<file path="src/rtl/pc_redirect_ctrl.sv">
// Fetch-PC sequencer: owns the fetch PC, applies EX/exception redirects and
// runs a timed IF/ID flush. Optional `MISALIGN_TRAP_EN traps misaligned targets.
module pc_redirect_ctrl #(
  parameter int              XLEN        = 32,
  parameter logic [XLEN-1:0] RESET_PC    = XLEN'(32'h0000_0200),
  parameter int              KILL_CYCLES = 2
) (
  input  logic            clk,
  input  logic            reset,
  input  logic            ex_valid,
  input  logic [1:0]      ex_pc_sel,
  input  logic [XLEN-1:0] ex_br_target,
  input  logic [XLEN-1:0] ex_jalr_target,
  input  logic            exc_valid,
  input  logic [XLEN-1:0] exc_vector,
  input  logic            fetch_ready,
  output logic            fetch_valid,
  output logic [XLEN-1:0] fetch_pc,
  output logic            kill_if,
  output logic            kill_id,
  output logic            stall_ex,
`ifdef MISALIGN_TRAP_EN
  output logic            misalign_exc,
`endif
  output logic            redirect_taken
);

  localparam logic [1:0] PC_4     = 2'd0;
  localparam logic [1:0] PC_BRJMP = 2'd1;
  localparam logic [1:0] PC_JALR  = 2'd2;
  localparam logic [3:0] CNT_INIT = 4'(KILL_CYCLES - 1);

  typedef enum logic {S_RUN, S_FLUSH} state_t;

  state_t          r_state;
  logic [XLEN-1:0] r_pc;
  logic [3:0]      r_cnt;
  logic            r_fetch_valid;
  logic            r_kill;
  logic            r_redirect;

  logic            w_ex_redir;
  logic [XLEN-1:0] w_target;
  logic            w_misalign;

  assign w_ex_redir = ex_valid && (ex_pc_sel != PC_4);

  // Exception target wins over any EX decision in the same cycle.
  always_comb begin
    w_target   = exc_vector;
    w_misalign = 1'b0;
    if (!exc_valid) begin
      case (ex_pc_sel)
        PC_BRJMP: w_target = ex_br_target;
        PC_JALR:  w_target = {ex_jalr_target[XLEN-1:1], 1'b0};
        default:  w_target = exc_vector;
      endcase
`ifdef MISALIGN_TRAP_EN
      if ((ex_pc_sel == PC_BRJMP || ex_pc_sel == PC_JALR) && w_target[1]) begin
        w_target   = exc_vector;
        w_misalign = 1'b1;
      end
`endif
    end
  end

`ifdef MISALIGN_TRAP_EN
  logic r_misalign;
`endif

  always_ff @(posedge clk) begin
    if (reset) begin
      r_state       <= S_RUN;
      r_pc          <= RESET_PC;
      r_cnt         <= '0;
      r_fetch_valid <= 1'b1;
      r_kill        <= 1'b0;
      r_redirect    <= 1'b0;
`ifdef MISALIGN_TRAP_EN
      r_misalign    <= 1'b0;
`endif
    end else begin
      r_redirect <= 1'b0;
`ifdef MISALIGN_TRAP_EN
      r_misalign <= 1'b0;
`endif
      case (r_state)
        S_RUN: begin
          if (exc_valid || w_ex_redir) begin
            // The in-flight sequential request is dropped regardless of fetch_ready.
            r_pc          <= w_target;
            r_state       <= S_FLUSH;
            r_cnt         <= CNT_INIT;
            r_fetch_valid <= 1'b0;
            r_kill        <= 1'b1;
            r_redirect    <= 1'b1;
`ifdef MISALIGN_TRAP_EN
            r_misalign    <= w_misalign;
`endif
          end else if (r_fetch_valid && fetch_ready) begin
            r_pc <= r_pc + XLEN'(4);
          end
        end
        S_FLUSH: begin
          if (exc_valid) begin
            r_pc       <= exc_vector;
            r_cnt      <= CNT_INIT;
            r_redirect <= 1'b1;
          end else if (r_cnt == 4'd0) begin
            r_state       <= S_RUN;
            r_fetch_valid <= 1'b1;
            r_kill        <= 1'b0;
          end else begin
            r_cnt <= r_cnt - 4'd1;
          end
        end
        default: begin
          r_state       <= S_RUN;
          r_fetch_valid <= 1'b1;
          r_kill        <= 1'b0;
        end
      endcase
    end
  end

  assign fetch_valid    = r_fetch_valid;
  assign fetch_pc       = r_pc;
  assign kill_if        = r_kill;
  assign kill_id        = r_kill;
  assign stall_ex       = r_kill;
  assign redirect_taken = r_redirect;
`ifdef MISALIGN_TRAP_EN
  assign misalign_exc   = r_misalign;
`endif

endmodule

</file>
<file path="config.mk">
export PLATFORM = sky130hd
export DESIGN_NAME = pc_redirect_ctrl
export DESIGN_NICKNAME = d
export VERILOG_FILES = /design/src/rtl/pc_redirect_ctrl.sv
export SDC_FILE = /design/constraint.sdc
export NUM_CORES = 1
export LEC_CHECK = 0
export CORE_UTILIZATION = 47
export CTS_CLUSTER_DIAMETER = 150
export DETAILED_ROUTE_END_ITERATION = 7
export PLACE_DENSITY_LB_ADDON = 0.12
export SKIP_LAST_GASP = 1
export SLEW_MARGIN = 10
export SYNTH_ARGS = -nofsm -noshare
export SYNTH_HDL_FRONTEND = slang
export SYNTH_SLANG_ARGS = --single-unit
</file>
<file path="constraint.sdc">
create_clock -name clk -period 3.23 [get_ports clk]
set_input_delay 0.646 -clock clk [delete_from_list [all_inputs] [get_ports clk]]
set_output_delay 0.646 -clock clk [all_outputs]
set_load 0.01 [all_outputs]
</file>
==> results of run 1 <==
tightest hold or removal path: stages, from the launching register on:
cell and delay [ps]:
dfxtp_1 310, nor2_1 100, nor3_1 50
power groups by stage:
stage / clock network, mW / registers (mW) / logic (mW)
2_1_floorplan: 0 / 0.623 / 0.267
3_3_place_gp: 0 / 0.622 / 0.579
3_5_place_dp: 0 / 0.625 / 0.594
4_1_cts: 0.328 / 0.615 / 0.597
5_1_grt: 0.348 / 0.627 / 0.646
6_report: 0.325 / 0.618 / 0.602
cell families (layout without fill, tap and decap cells):
| group | count (synthesis) | after routing | synth area share, % |
|---|---|---|---|
| AND/OR/NAND/NOR | 167 | 167 | 27.64 |
| AO/OA/AOI/OAI | 151 | 151 | 33.01 |
| buffers and inverters | 52 | 182 | 6.449 |
| flip-flops | 40 | 40 | 24.57 |
| multiplexers | 13 | 13 | 4.146 |
| XOR/XNOR | 7 | 7 | 1.881 |
| adder cells (fa/ha/maj) | 6 | 6 | 2.303 |
sequential cells by signal (all words and copies together), names as in the netlist:
name and flops:
fetch_valid 1, kill_id 1, redirect_taken 1, r_cnt 4
r_state 1, fetch_pc 32
final timing paths:
| check | to | from | slack (ps) | cells after the start |
|---|---|---|---|---|
| setup / recovery | fetch_pc[16] | ex_pc_sel[1] | 430 | 8 |
| hold reg to reg | fetch_pc[1] | fetch_pc[1] | 500 | 2 |
| hold / removal | fetch_pc[1] | fetch_pc[1] | 500 | 2 |
| setup reg to reg | fetch_pc[16] | fetch_pc[2] | 730 | 7 |
stage by stage:
step	std cells	area (um^2)	power, mW	hold WS (ps)
2_1_floorplan	436	3259	0.8895	471.8
3_3_place_gp	636	4780	1.201	482.5
3_5_place_dp	636	4780	1.220	493.9
4_1_cts	643	4857	1.541	507.2
5_1_grt	643	4857	1.620	526.9
6_report	643	4857	1.546	500.8
cells in the mapped netlist, drive strengths merged (5+ instances only):
| master | count | area share (%) |
|---|---|---|
| a211oi | 10 | 2.3 |
| a31oi | 12 | 2.3 |
| nor2 | 51 | 5.9 |
| buf | 6 | 1.2 |
| nand3 | 13 | 2.3 |
| nand2b | 6 | 1.2 |
| nor3 | 13 | 2.0 |
| and3 | 6 | 1.2 |
| nand4 | 14 | 2.9 |
| a221oi | 6 | 1.6 |
| a21oi | 20 | 3.1 |
| nand2 | 25 | 2.9 |
| o2bb2ai | 9 | 2.4 |
| inv | 11 | 1.3 |
| mux2i | 9 | 2.8 |
| dfxtp | 40 | 25 |
| a221o | 5 | 1.5 |
| or3 | 5 | 0.96 |
| ha | 6 | 2.3 |
| o22ai | 6 | 1.2 |
| nor4 | 6 | 2.1 |
| clkbuf | 34 | 3.9 |
| o21ai | 20 | 3.1 |
| xor2 | 5 | 1.3 |
| a22oi | 25 | 5.8 |
area by class of cell:
type                       count  area (um^2)  area share (%)
clock buffer                   6        72.57           1.494
clock inverter                 1        5.005          0.1030
inverter                      12        45.04          0.9274
multi-input combinational    344         2248           46.29
sequential                    40        800.8           16.49
tap                           77        96.34           1.984
timing repair buffer         163         1589           32.72
metal layers:
metal  up-vias  part of all wire [%]  track usage, %
li1       1939                     -               -
met1      1979                    40           41.00
met2       238                    49           59.02
met3        27                   8.5           5.642
met4         0                   2.0           12.27
met5         -                     0               0
==> impl_metrics.tcl, run 1 <==
set metrics [dict create \
    critPathBufInv 2 \
    syn_area_per_cell_um2 7.476 \
    clk_latency_ps 290 \
    grt_max_degree 53 \
    place.gp.congestion 0.9015 \
    coreArea_um2 6531 \
    wl_um 12310 \
    cpPeakStageDelay_ps 660 \
    grt.total_usage_pct 33.50 \
    synthArstFlopShare_pct 0 \
    p_seq_share_pct 40.0 \
    grt_pass1_vias 4033 \
    cts_htree_levels 2 \
    ios 140 \
    leakage_nw 1.789 \
    cp.required_ps 3470 \
    p_switching_mw 0.5240 \
    synth_enable_flop_cells 0 \
    finalCritPeriodShare_pct 86.70 \
    timing.fmax_mhz 357.1 \
    start_kind "input pin" \
    cts_buffers 5 \
    synth_cells 436 \
    totalNegativeSetupSlack_ps 0 \
    postCtsResizedCells 0 \
    die_h_um 85.28 \
    rsz0062_at_grt "false" \
    drtAntennaViolNets 0 \
    period_needed_ps 2800 \
    setup_viol 0 \
    final_common_cell "clkdlybuf4s50_1" \
    clk_path_buf_depth 2 \
    hold_violations 0 \
    worst_slew_pin_slew_ps 908.7 \
    rows 29 \
    pre_cts_ws_ps 131.1 \
    drt-initial-drc-count 384 \
    die_area_um2 7272 \
    chipWidth_um 85.28 \
    portBuffers 138 \
    n_antenna_cell 0 \
    initial_core_util_pct 49.90 \
    nets 675 \
    clock_tree.root_cell "clkbuf_8" \
    final_util_pct 74.37 \
    area_growth_syn_to_layout_pct 49.02 \
    via_per_inst 6.505 \
    overflow 0 \
    comb_power_share_pct 39.0 \
    relSlewSlack_pct 38.96 \
    first_pass_iters 4 \
    maxCapViolations 0 \
    routedWlPerCell_um 19.15 \
    path_class "input pin to register" \
    cp_max_fo 18 \
    cp_slowest_cell "ha_1" \
    endpoint_kind "register" \
    tritoncts "yes" \
    hp-class "register to register" \
    cp_top_family "compound AO/OA/AOI/OAI gates" \
    fillers 515 \
    swShare_pct 33.90 \
    clkTransAtPathRegs_ps 80 \
    slew_violations 0 \
    clock-sinks 40 \
    remaining_drc_errors 0 \
    syn_area_um2 3259 \
    path_cells "clkdlybuf4s50_1 > inv_1 > ha_1 > a22oi_1 > a2bb2oi_1 > o22ai_1 > a2111oi_0 > a221o_1" \
    ys.flop_type "dfxtp_1" \
    p_int_mw 1.022 \
    status "finished, final reports clean" \
    yosysSeqAreaShare_pct 24.57 \
    ys_seq_elements 40 \
    antenna_found_initial 0 \
    mostFrequentLayoutCells "clkdlybuf4s50_1 (137), nor2_1 (51), dfxtp_1 (40)" \
    cts_setup_buffers 0 \
    num_vias 4183 \
    power_density_nw_per_um2 318.2 \
    arrival_ps 3040 \
    irDropWorstVdd_uv 233.9 \
    ys.warnings.count 0 \
    ys_types 62 \
    drive_above_1_share_pct 7.244 \
    postCtsHoldBufs 0 \
    skew_ps 9.108 \
    synth_nets 545 \
    power_frac_clock_pct 21.0 \
    dp_hpwl_um 9094 \
    grt_pass1_wl_um 19530 \
    setup_ws_ps 429.6 \
]
(Power assumes the default switching activity.)
==> inputs of run 2 (changes only) <==
CORE_UTILIZATION = 30   (was 47)
==> run 2 against run 1 <==
Routed wire length grew 6.9%. Design area is 2.6% higher. Largest cell class unchanged. Worst setup slack improved by 200 ps.
==> impl_metrics.tcl, run 2 (same netlist as run 1, synthesis figures left out) <==
set metrics [dict create \
    coreArea_um2 10420 \
    grt_max_degree 34 \
    finalCritPeriodShare_pct 80.61 \
    cts_buffers 5 \
    mostFrequentLayoutCells "clkdlybuf4s50_1 (137), nor2_1 (51), dfxtp_1 (40)" \
    cpPeakStageDelay_ps 480 \
    hold_violations 0 \
    overflow 0 \
    nets 682 \
    drive_above_1_share_pct 8.711 \
    drt-initial-drc-count 204 \
    ios 140 \
    cp.required_ps 3480 \
    clock-sinks 40 \
    grt_pass1_vias 3953 \
    power_frac_clock_pct 22.8 \
    timing.fmax_mhz 384.1 \
    reg2reg_slack_ps 680 \
    postCtsHoldBufs 0 \
    rsz0062_at_grt "false" \
    setup_viol 0 \
    clk_path_buf_depth 2 \
    hp-class "register to register" \
    worst_slew_pin_slew_ps 826.4 \
    clock_tree.root_cell "clkbuf_8" \
    cts_setup_buffers 0 \
    grt.total_usage_pct 23.03 \
    postCtsResizedCells 0 \
    via_per_inst 5.692 \
    endpoint_kind "register" \
    maxCapViolations 0 \
    relSlewSlack_pct 44.83 \
    n_antenna_cell 0 \
    irDropWorstVdd_uv 186.0 \
    antenna_found_initial 0 \
    grt_pass1_wl_um 20540 \
    leakage_nw 1.826 \
    num_vias 4041 \
    final_common_cell "clkdlybuf4s50_1" \
    rows 37 \
    setup_ws_ps 626.4 \
    clkTransAtPathRegs_ps 90 \
    tritoncts "yes" \
    path_cells "clkdlybuf4s50_1 > inv_1 > ha_1 > nand2b_1 > a21oi_1 > nor2_1 > buf_4 > a2111oi_0 > a221o_1" \
    place.gp.congestion 0.8808 \
    cp_max_fo 12 \
    area_growth_syn_to_layout_pct 52.82 \
    chipWidth_um 106.2 \
    largest_reg_flops 32 \
    fillers 1050 \
    path_class "input pin to register" \
    period_needed_ps 2604 \
    totalNegativeSetupSlack_ps 0 \
    die_area_um2 11290 \
    start_kind "input pin" \
    power_mw 1.585 \
    p_switching_mw 0.5558 \
    cp_slowest_cell "clkdlybuf4s50_1" \
    clk_latency_ps 300 \
    skew_ps 5.012 \
    p_seq_share_pct 39.1 \
    final_util_pct 47.82 \
    dp_hpwl_um 9785 \
    initial_core_util_pct 31.29 \
    power_density_nw_per_um2 318.1 \
    die_h_um 106.2 \
    remaining_drc_errors 0 \
    p_int_mw 1.029 \
    first_pass_iters 5 \
    routedWlPerCell_um 18.54 \
    slew_violations 0 \
    portBuffers 138 \
    comb_power_share_pct 38.1 \
    pre_cts_ws_ps 356.4 \
    swShare_pct 35.08 \
    drtAntennaViolNets 0 \
    wl_um 13160 \
    cts_htree_levels 2 \
    arrival_ps 2860 \
    status "finished, final reports clean" \
]
[run 2: cell types whose count changed in the layout (fill, tap and decap cells not counted)]
cell,before,now
buf_12,2,1
buf_4,23,31
clkbuf_1,1,0
clkinv_2,1,2
clkinv_4,0,1
[run 2: worst paths after layout]
check                from            to  cells after the start
min           fetch_pc[1]   fetch_pc[1]                      2
max          ex_pc_sel[0]  fetch_pc[16]                      9
min reg2reg   fetch_pc[1]   fetch_pc[1]                      2
max reg2reg   fetch_pc[2]  fetch_pc[16]                      7
[run 2: power by group through the flow]
stage / combinational [mW] / sequential (mW) / clock (mW)
floorplan: 0.267 / 0.623 / 0
global placement: 0.594 / 0.628 / 0
detailed placement: 0.601 / 0.629 / 0
CTS: 0.605 / 0.618 / 0.365
global route: 0.652 / 0.629 / 0.379
finish: 0.604 / 0.620 / 0.361
[run 2: per-stage QoR]
stage | hold slack, ps | area (um^2) | instances
CTS | 505.2 | 4981 | 710
global placement | 486.5 | 4893 | 702
global route | 526.2 | 4981 | 710
floorplan | 471.8 | 3259 | 436
finish | 500.0 | 4981 | 710
detailed placement | 488.2 | 4893 | 702
[run 2: area by class of cell]
class / count / area (um^2) / share of cell area [%]
clock inverter: 3 / 18.77 / 0.3768
multi-input combinational: 344 / 2248 / 45.14
clock buffer: 5 / 68.82 / 1.382
tap: 136 / 170.2 / 3.416
sequential: 40 / 800.8 / 16.08
inverter: 12 / 45.04 / 0.9043
timing repair buffer: 170 / 1629 / 32.71
[run 2: critical path, delay by kind of cell]
kind | cells | cell delay, ps
compound gates | 3 | 810
fa+ha+maj | 1 | 220
simple gates | 2 | 410
buf+inv | 3 | 750
[run 2: metal layers]
metal | track usage [%] | part of all wire [%]
met1 | 29.73 | 44
met2 | 39.84 | 48
met3 | 3.188 | 7.0
met4 | 6.250 | 1.6
met5 | 0 | 0
==> inputs of run 3 (changes only) <==
clock period = 2.4 ns   (was 3.23 ns; I/O delays follow)
==> run 3 against run 2 <==
Final cell count rose by 6.5%. Sequential power is 31% higher. Clock power is 59% higher. Via count rose by 3.6%. Sequential share of layout area is 1.2 points lower. Critical endpoint is now fetch_pc[15]. Largest power group is now combinational logic.
==> impl_metrics.tcl, run 3 (same netlist as run 1, synthesis figures left out) <==
set metrics [dict create \
    clk_path_buf_depth 2 \
    largest_reg_flops 32 \
    power_density_nw_per_um2 426.4 \
    antenna_found_initial 0 \
    portBuffers 138 \
    power_mw 2.301 \
    grt_pass1_wl_um 21140 \
    drt-initial-drc-count 180 \
    die_h_um 106.2 \
    wl_met3_um 821 \
    cts_setup_buffers 0 \
    p_seq_share_pct 35.4 \
    tritoncts "yes" \
    start_kind "input pin" \
    routedWlPerCell_um 17.61 \
    first_pass_iters 4 \
    p_int_mw 1.558 \
    ios 140 \
    clk_latency_ps 300 \
    initial_core_util_pct 31.29 \
    cts_buffers 5 \
    setup_viol 0 \
    chipWidth_um 106.2 \
    overflow 0 \
    swShare_pct 32.28 \
    power_frac_clock_pct 24.9 \
    coreArea_um2 10420 \
    endpoint_kind "register" \
    clock_tree.root_cell "clkbuf_8" \
    hold_violations 0 \
    place.gp.congestion 0.9069 \
    hp-class "register to register" \
    mostFrequentLayoutCells "clkdlybuf4s50_1 (137), buf_4 (74), nor2_1 (51)" \
    dp_hpwl_um 10290 \
    grt.total_usage_pct 23.75 \
    dpl_cell_area_um2 5276 \
    remaining_drc_errors 0 \
    cp_max_fo 7 \
    dp.cells 748 \
    hold_slack_ps 498.8 \
    grt_pass1_vias 4175 \
    nets 728 \
    maxCapViolations 0 \
    via_per_inst 5.537 \
    status "finished, final reports clean" \
    rsz0062_at_grt "true" \
    cts_htree_levels 2 \
    p_switching_mw 0.7427 \
    grt_max_degree 29 \
    wl_met1_um 5742 \
    totalNegativeSetupSlack_ps 0 \
    final_util_pct 51.81 \
    arrival_ps 2500 \
    drtAntennaViolNets 0 \
    relSlewSlack_pct 72.26 \
    final_common_cell "clkdlybuf4s50_1" \
    setup_ws_ps 76.74 \
    clkTransAtPathRegs_ps 80 \
    skew_ps 5.184 \
    slew_violations 0 \
    area_growth_syn_to_layout_pct 65.57 \
    fin_cells 756 \
    wl_um 13310 \
    n_antenna_cell 0 \
    top_layer "met4" \
    path_class "input pin to register" \
    timing.fmax_mhz 430.4 \
    irDropWorstVdd_uv 302.1 \
    comb_power_share_pct 39.7 \
    leakage_nw 2.071 \
    die_area_um2 11290 \
    met2_length_um 6518 \
    finalCritPeriodShare_pct 96.80 \
    drive_above_1_share_pct 15.81 \
    period_needed_ps 2323 \
    pre_cts_ws_ps -308.7 \
    cp.required_ps 2580 \
    rows 37 \
    worst_slew_pin_slew_ps 416.1 \
    clock-sinks 40 \
    fin_area_um2 5396 \
    num_vias 4186 \
]
## run 3: cell count changes in the layout (fill, tap and decap cells not counted), sizes merged
cell    change
buf        +46
clkbuf      +1
bufinv      +1
clkinv      -2
## run 3: what timing repair did
| action | in CTS | in global routing |
|---|---|---|
| hold buffers | 0 | 0 |
| resized for setup | 0 | 4 |
| endpoints found under the setup margin | 0 | 7 |
| hold endpoints to repair | 0 | 0 |
## run 3: per-layer routing
layer	track usage, %	vias to the layer above
met1	29.90	1977
met4	7.837	0
met2	41.28	152
met3	3.372	16
met5	0	-
li1	-	2041
## run 3: power by group through the flow
stage	registers, mW	clock network, mW	logic (mW)
3_5_place_dp	0.827	0	0.908
2_1_floorplan	0.838	0	0.359
6_report	0.814	0.573	0.914
3_3_place_gp	0.826	0	0.899
5_1_grt	0.825	0.609	0.993
4_1_cts	0.812	0.585	0.913
## run 3: path summary, 6_finish.rpt
| check | startpoint | to | cells after the start | slack, ps |
|---|---|---|---|---|
| hold / removal | fetch_pc[1] | fetch_pc[1] | 2 | 500 |
| setup / recovery | ex_pc_sel[1] | fetch_pc[15] | 9 | 80 |
| setup reg to reg | fetch_pc[14] | fetch_pc[31] | 5 | 240 |
| hold reg to reg | fetch_pc[1] | fetch_pc[1] | 2 | 500 |
## run 3: worst max-delay path: stages
cell             delay (ps)
clkdlybuf4s50_1         480
inv_1                    70
ha_1                    390
nand2b_1                190
buf_4                   200
a221o_1                 250
a21oi_1                 180
o32a_1                  180
o32ai_1                  70
## run 3: layout make-up
class / count / area [um^2]
multi-input cells: 344 / 2261
clock buffers: 6 / 72.57
fillers: 1038 / 5020
inverters: 12 / 45.04
clock inverters: 2 / 35.03
flip-flops and latches: 40 / 800.8
well taps: 136 / 170.2
repair buffers: 216 / 2012
